$ cat config.mk
export PLATFORM = sky130hd
export DESIGN_NAME = lin_map
export DESIGN_NICKNAME = d
export VERILOG_FILES = /design/src/rtl/lin_map.sv
export SDC_FILE = /design/constraint.sdc
export NUM_CORES = 1
export LEC_CHECK = 0
export CAP_MARGIN = 20
export CORE_AREA = 4 4 41 43
export CTS_CLUSTER_DIAMETER = 150
export DETAILED_ROUTE_END_ITERATION = 12
export DIE_AREA = 0 0 45 47
export SLEW_MARGIN = 25
export SYNTH_ARGS = -nofsm -noshare
export SYNTH_HDL_FRONTEND = slang
export SYNTH_SLANG_ARGS = --single-unit
$ cat constraint.sdc
create_clock -name clk -period 1.7 [get_ports clk]
set_input_delay 0.34 -clock clk [delete_from_list [all_inputs] [get_ports clk]]
set_output_delay 0.34 -clock clk [all_outputs]
set_load 0.01 [all_outputs]
$ cat src/rtl/lin_map.sv
// Registered GF(2) basis change for one share of the masked AES S-box.
// MATRIX_SEL=1 maps polynomial to tower basis, 0 maps back, anything else passes through.
module lin_map #(
  parameter int MATRIX_SEL = 1
) (
  input  logic       clk,
  input  logic       rst,
  input  logic [7:0] DataInxDI,
  input  logic       ValidInxSI,
  output logic [7:0] DataOutxDO,
  output logic       ValidOutxSO
);

  logic [7:0] fwd_map;
  logic [7:0] inv_map;
  logic [7:0] data_d, data_q;
  logic       valid_d, valid_q;

  // Pure XOR networks only: no AND terms, so each share stays mask-independent.
  always_comb begin
    fwd_map[7] = DataInxDI[7] ^ DataInxDI[5];
    fwd_map[6] = DataInxDI[7] ^ DataInxDI[6] ^ DataInxDI[4] ^ DataInxDI[3] ^ DataInxDI[2] ^ DataInxDI[1];
    fwd_map[5] = DataInxDI[7] ^ DataInxDI[5] ^ DataInxDI[3] ^ DataInxDI[2];
    fwd_map[4] = DataInxDI[7] ^ DataInxDI[5] ^ DataInxDI[3] ^ DataInxDI[2] ^ DataInxDI[1];
    fwd_map[3] = DataInxDI[7] ^ DataInxDI[6] ^ DataInxDI[2] ^ DataInxDI[1];
    fwd_map[2] = DataInxDI[7] ^ DataInxDI[4] ^ DataInxDI[3] ^ DataInxDI[2] ^ DataInxDI[1];
    fwd_map[1] = DataInxDI[6] ^ DataInxDI[4] ^ DataInxDI[1];
    fwd_map[0] = DataInxDI[6] ^ DataInxDI[1] ^ DataInxDI[0];
  end

  always_comb begin
    inv_map[7] = DataInxDI[7] ^ DataInxDI[6] ^ DataInxDI[5] ^ DataInxDI[1];
    inv_map[6] = DataInxDI[6] ^ DataInxDI[2];
    inv_map[5] = DataInxDI[6] ^ DataInxDI[5] ^ DataInxDI[1];
    inv_map[4] = DataInxDI[6] ^ DataInxDI[5] ^ DataInxDI[4] ^ DataInxDI[2] ^ DataInxDI[1];
    inv_map[3] = DataInxDI[5] ^ DataInxDI[4] ^ DataInxDI[3] ^ DataInxDI[2] ^ DataInxDI[1];
    inv_map[2] = DataInxDI[7] ^ DataInxDI[4] ^ DataInxDI[3] ^ DataInxDI[2] ^ DataInxDI[1];
    inv_map[1] = DataInxDI[5] ^ DataInxDI[4];
    inv_map[0] = DataInxDI[6] ^ DataInxDI[5] ^ DataInxDI[4] ^ DataInxDI[2] ^ DataInxDI[0];
  end

  // Data loads every cycle; valid only qualifies it downstream.
  always_comb begin
    data_d  = DataInxDI;
    valid_d = ValidInxSI;
    if (MATRIX_SEL == 1) begin
      data_d = fwd_map;
    end else if (MATRIX_SEL == 0) begin
      data_d = inv_map;
    end
  end

  always_ff @(posedge clk) begin
    if (rst) begin
      data_q  <= 8'h00;
      valid_q <= 1'b0;
    end else begin
      data_q  <= data_d;
      valid_q <= valid_d;
    end
  end

  assign DataOutxDO  = data_q;
  assign ValidOutxSO = valid_q;

endmodule

==> flow_summary.json, run 1 <==
{
  "final-setup-viol-count": 0,
  "synthTopCellsByArea": "dfxtp_1 (49%), xnor2_1 (14%), mux2_1 (9.2%)",
  "tightest_slew_ns": 0.309,
  "path_delay_family": "buffers and inverters",
  "clock-sinks": 9,
  "end_kind": "primary output",
  "vias_per_cell": 3.92,
  "worst-path-buf-inv": 1,
  "setup_ws_ns": 0.262,
  "grt_pass1_vias": 280,
  "drtAntennaViolNets": 0,
  "dieWidth_um": 45,
  "coreArea_mm2": 0.00130,
  "gr-total-overflow": 0,
  "arrival_ns": 1.10,
  "start_util_pct": 28.3,
  "syn-num-nets": 45,
  "synthCells": 34,
  "fmax_mhz": 696,
  "synth_edf_count": 0,
  "cp_max_fo": 1,
  "wire_per_inst_um": 9.44,
  "grtUsageTotal_pct": 7.84,
  "yosysTopAreaCellShare_pct": 49.0,
  "rsz0062_at_grt": "false",
  "start_kind": "flip-flop",
  "cellLeakagePower_uw": 0.000242,
  "io_buffers": 19,
  "layout-drive-gt1-share_pct": 12.1,
  "cts_setup_buffers": 0,
  "drv_cap": 0,
  "dpl_worst_slack_ns": -0.0154,
  "comb_power_share_pct": 27.8,
  "rows": 13,
  "cts_resized": 0,
  "async_flop_share_pct": 0,
  "period_needed_ns": 1.44,
  "synth_area_um2": 368,
  "power.total_uw": 556,
  "ys_types": 11,
  "vias": 286,
  "cts_buffer_depth": 2,
  "wl_um": 689,
  "tritoncts": "yes",
  "max_stage_delay_ns": 0.53,
  "hold_path.class": "in2reg",
  "status": "finished, final reports clean",
  "ir_worst_vdd_mv": 0.326,
  "syn_area_per_cell_um2": 10.8,
  "yosysMostFrequentCell": "dfxtp_1",
  "ys_top_cells_by_count": "dfxtp_1 (9), nor2_1 (7), xnor2_1 (6), mux2_1 (3), nor2b_1 (3)",
  "clkPwrFrac_pct": 28.9,
  "antenna_found_initial": 0,
  "area_growth_pct": 67.0,
  "synth_flop_cell": "dfxtp_1",
  "fin_nets": 70,
  "dieHeight_um": 47,
  "n_antenna_cell": 0,
  "fin_util_pct": 47.2,
  "dp_hpwl_um": 562,
  "die_area_mm2": 0.00212,
  "clockRootBuffer": "clkbuf_4",
  "clk_pin_slew_worst_paths_ns": 0.06,
  "period_share_pct": 84.6,
  "grt_max_degree": 9,
  "gp_congestion": 0.689,
  "cp.required_ns": 1.36,
  "yosysWarnings": 0,
  "cp_cell_sequence": "clkdlybuf4s50_1",
  "ys_seq_area_share_pct": 49.0,
  "sw_frac_of_total_pct": 24.1,
  "maxSlewHeadroom_pct": 79.4,
  "drcViolationCount": 0,
  "ios": 20,
  "post_dp_cell_area_um2": 588,
  "hold_viol": 0,
  "intPower_uw": 422,
  "yosys.area.top_type": "dfxtp_1",
  "slew_violations": 0,
  "fin_area_um2": 614,
  "grt_pass1_wl_um": 1100,
  "p_per_area_mw_per_mm2": 905,
  "drt_iter0_drc": 0,
  "ctsHoldBuffers": 0,
  "numCtsBuffers": 3,
  "critPathSlowestCell": "clkdlybuf4s50_1",
  "synth-seq-cells": 9,
  "power_switching_uw": 134,
  "path_class": "reg2out",
  "dr.pass1.iters": 1,
  "tns_ns": 0,
  "power_frac_seq_pct": 43.3,
  "htreeDepth": 1
}
## sequential cells by signal, indices dropped and copies added (netlist names)
register	count
DataOutxDO	8
ValidOutxSO	1
## layout make-up
| cell class | count | area [um^2] |
|---|---|---|
| clock buffers | 4 | 26.3 |
| repair buffers | 21 | 205 |
| well taps | 15 | 18.8 |
| multi-input cells | 24 | 184 |
| fillers | 135 | 687 |
| flip-flops and latches | 9 | 180 |
## metrics by stage
stage | hold slack (ns) | std cells
floorplan | 0.468 | 34
global placement | 0.917 | 69
detailed placement | 0.913 | 69
CTS | 0.651 | 73
global route | 0.649 | 73
finish | 0.660 | 73
## cell families (layout without fill, tap and decap cells)
logic type,after synthesis,count (layout),share of synthesized area [%]
muxes,3,3,9.18
and+or+nand+nor,12,12,15.3
xor gates and xnor gates,9,9,25.5
buffers and inverters,1,25,1.02
DFF,9,9,49.0
## final timing paths
| path | cells past startpoint | from | endpoint | slack, ns |
|---|---|---|---|---|
| hold / removal | 2 | ValidInxSI | ValidOutxSO | 0.66 |
| setup / recovery | 1 | DataOutxDO[7] | DataOutxDO[7] | 0.26 |
## layer usage
metal  vias to the layer above  part of all wire, %  track usage [%]
li1                        153                    -                -
met1                       120                   42             8.47
met2                        13                   45             11.9
met3                         0                   12             3.07
met4                         0                    0             7.02
met5                         -                    0                0
## power groups by stage
stage | combinational [uW] | sequential [uW] | clock [uW]
CTS | 157 | 241 | 169
finish | 155 | 241 | 161
detailed placement | 157 | 246 | 0
global route | 169 | 243 | 179
global placement | 157 | 246 | 0
floorplan | 57.1 | 259 | 0
## cell usage in the layout, fill, tap and decap left out
master           instances
clkbuf_1                 1
xor2_1                   1
nor2b_1                  3
and2_1                   1
clkbuf_4                 3
buf_4                    2
clkdlybuf4s50_1         19
xnor2_1                  6
xor2_2                   1
dfxtp_1                  9
xnor2_2                  1
nor2_1                   7
mux2_1                   3
nor3_1                   1
Note: power is estimated with default switching activity, not from simulation.
==> run 2: changes to the inputs <==
==> constraint.sdc (replaced) <==
create_clock -name clk -period 1.5 [get_ports clk]
set_input_delay 0.3 -clock clk [delete_from_list [all_inputs] [get_ports clk]]
set_output_delay 0.3 -clock clk [all_outputs]
set_load 0.01 [all_outputs]
==> run 2 against run 1 <==
Cell area grew 6.3%. Non-clock buffer count is 5 higher. Final cell count up 6.8%. Sequential share of layout area decreased by 1.7 points. Clock-buffer cell count fell by 1. Combinational power up 27%. Global-route usage is 0.71 points higher. Routed wire length is 3.6% higher. Sequential power up 13%. Utilization grew 3.0 points. Via count up 9.4%. Die area stayed put.
==> flow_summary.json, run 2 (synthesized netlist as in run 1, its figures left out) <==
{
  "drt_iter0_drc": 1,
  "arrival_ns": 1.10,
  "vias_per_cell": 4.01,
  "drcViolationCount": 0,
  "grt_pass1_wl_um": 1210,
  "mostFrequentLayoutCell": "clkdlybuf4s50_1",
  "cp_max_fo": 1,
  "p_per_area_mw_per_mm2": 1000,
  "clk_pin_slew_worst_paths_ns": 0.07,
  "grtUsageTotal_pct": 8.55,
  "coreArea_mm2": 0.00130,
  "critPathSlowestCell": "clkdlybuf4s50_1",
  "status": "finished, final reports clean",
  "multi_input_area_um2": 184,
  "ir_worst_vdd_mv": 0.506,
  "period_share_pct": 93.2,
  "area_growth_pct": 77.6,
  "grt_pass1_vias": 321,
  "dieWidth_um": 45,
  "fillers": 143,
  "tightest_slew_ns": 0.262,
  "dpl_worst_slack_ns": -0.162,
  "cp_cell_sequence": "clkdlybuf4s50_1",
  "cts_setup_buffers": 0,
  "io_buffers": 19,
  "path_class": "reg2out",
  "max_stage_delay_ns": 0.53,
  "cts_buffer_depth": 2,
  "fin_nets": 75,
  "htreeDepth": 1,
  "cellLeakagePower_uw": 0.000269,
  "start_util_pct": 28.3,
  "cts_resized": 0,
  "hold_viol": 0,
  "slew_violations": 0,
  "wl_um": 714,
  "grt_max_degree": 8,
  "layout_common_cells": "clkdlybuf4s50_1 (19), dfxtp_1 (9), nor2_1 (7), buf_4 (7), xnor2_1 (6)",
  "holdCritStartpoint": "ValidInxSI",
  "drv_cap": 0,
  "path_delay_family": "buffers and inverters",
  "whs_path_depth": 2,
  "vias": 313,
  "wire_per_inst_um": 9.15,
  "ios": 20,
  "tritoncts": "yes",
  "antenna_found_initial": 0,
  "ff_latch_area_um2": 180,
  "rows": 13,
  "dr.pass1.iters": 2,
  "stdcell_count": 78,
  "final-setup-viol-count": 0,
  "drtAntennaViolNets": 0,
  "fmax_mhz": 715,
  "dp_cells": 74,
  "clockRootBuffer": "clkbuf_4",
  "period_needed_ns": 1.40,
  "largest_reg_flops": 8,
  "gp_congestion": 0.709,
  "worst-path-buf-inv": 1,
  "ctsHoldBuffers": 0,
  "hold_path.class": "in2reg",
  "crit_start": "DataOutxDO[6]",
  "dp_hpwl_um": 598,
  "hold_path_end": "ValidOutxSO",
  "die_area_mm2": 0.00212,
  "end_kind": "primary output",
  "cp.required_ns": 1.20,
  "worst_hold_slack_ns": 0.595,
  "dieHeight_um": 47,
  "maxSlewHeadroom_pct": 82.5,
  "clock-sinks": 9,
  "setup_ws_ns": 0.102,
  "n_antenna_cell": 0,
  "rsz0062_at_grt": "false",
  "start_kind": "flip-flop",
  "gr-total-overflow": 0,
  "numCtsBuffers": 3,
  "power.total_uw": 656,
  "layout-drive-gt1-share_pct": 20.6
}
-- run 2: per-layer routing --
layer / up-vias / wire length, um / global-route usage [%]
met5: - / 0 / 0
met1: 135 / 280 / 7.55
li1: 163 / - / -
met3: 2 / 80 / 4.98
met2: 13 / 344 / 14.1
met4: 0 / 9 / 7.02
-- run 2: cell type report --
class / count / share of cell area (%)
clock buffers: 3 / 3.45
clock inverters: 1 / 0.766
multi-input cells: 24 / 28.2
flip-flops and latches: 9 / 27.6
well taps: 15 / 2.87
repair buffers: 26 / 37.2
-- run 2: through the flow --
step           util, %  TNS, ns  cell area (um^2)
5_1_grt           50.2        0               653
3_5_place_dp      48.1   -0.575               626
3_3_place_gp      48.1   -0.516               626
4_1_cts           50.2        0               653
6_report          50.2        0               653
2_1_floorplan        -        0               368
-- run 2: worst max-delay path by stage --
| stage | slack (ns) | depth (start not counted) | to |
|---|---|---|---|
| after floorplan | 0.39 | 3 | DataOutxDO[4] |
| after global placement | -0.17 | 4 | DataOutxDO[4] |
| after detailed placement | -0.16 | 4 | DataOutxDO[4] |
| after CTS | 0.08 | 1 | DataOutxDO[2] |
| after global routing | 0.05 | 1 | DataOutxDO[3] |
| final | 0.10 | 1 | DataOutxDO[6] |
-- run 2: report_power, final --
part | internal [uW] | switching [uW] | total, uW
Combinational | 127 | 69.3 | 197
Sequential | 266 | 6.32 | 273
Clock | 98.2 | 88.1 | 186
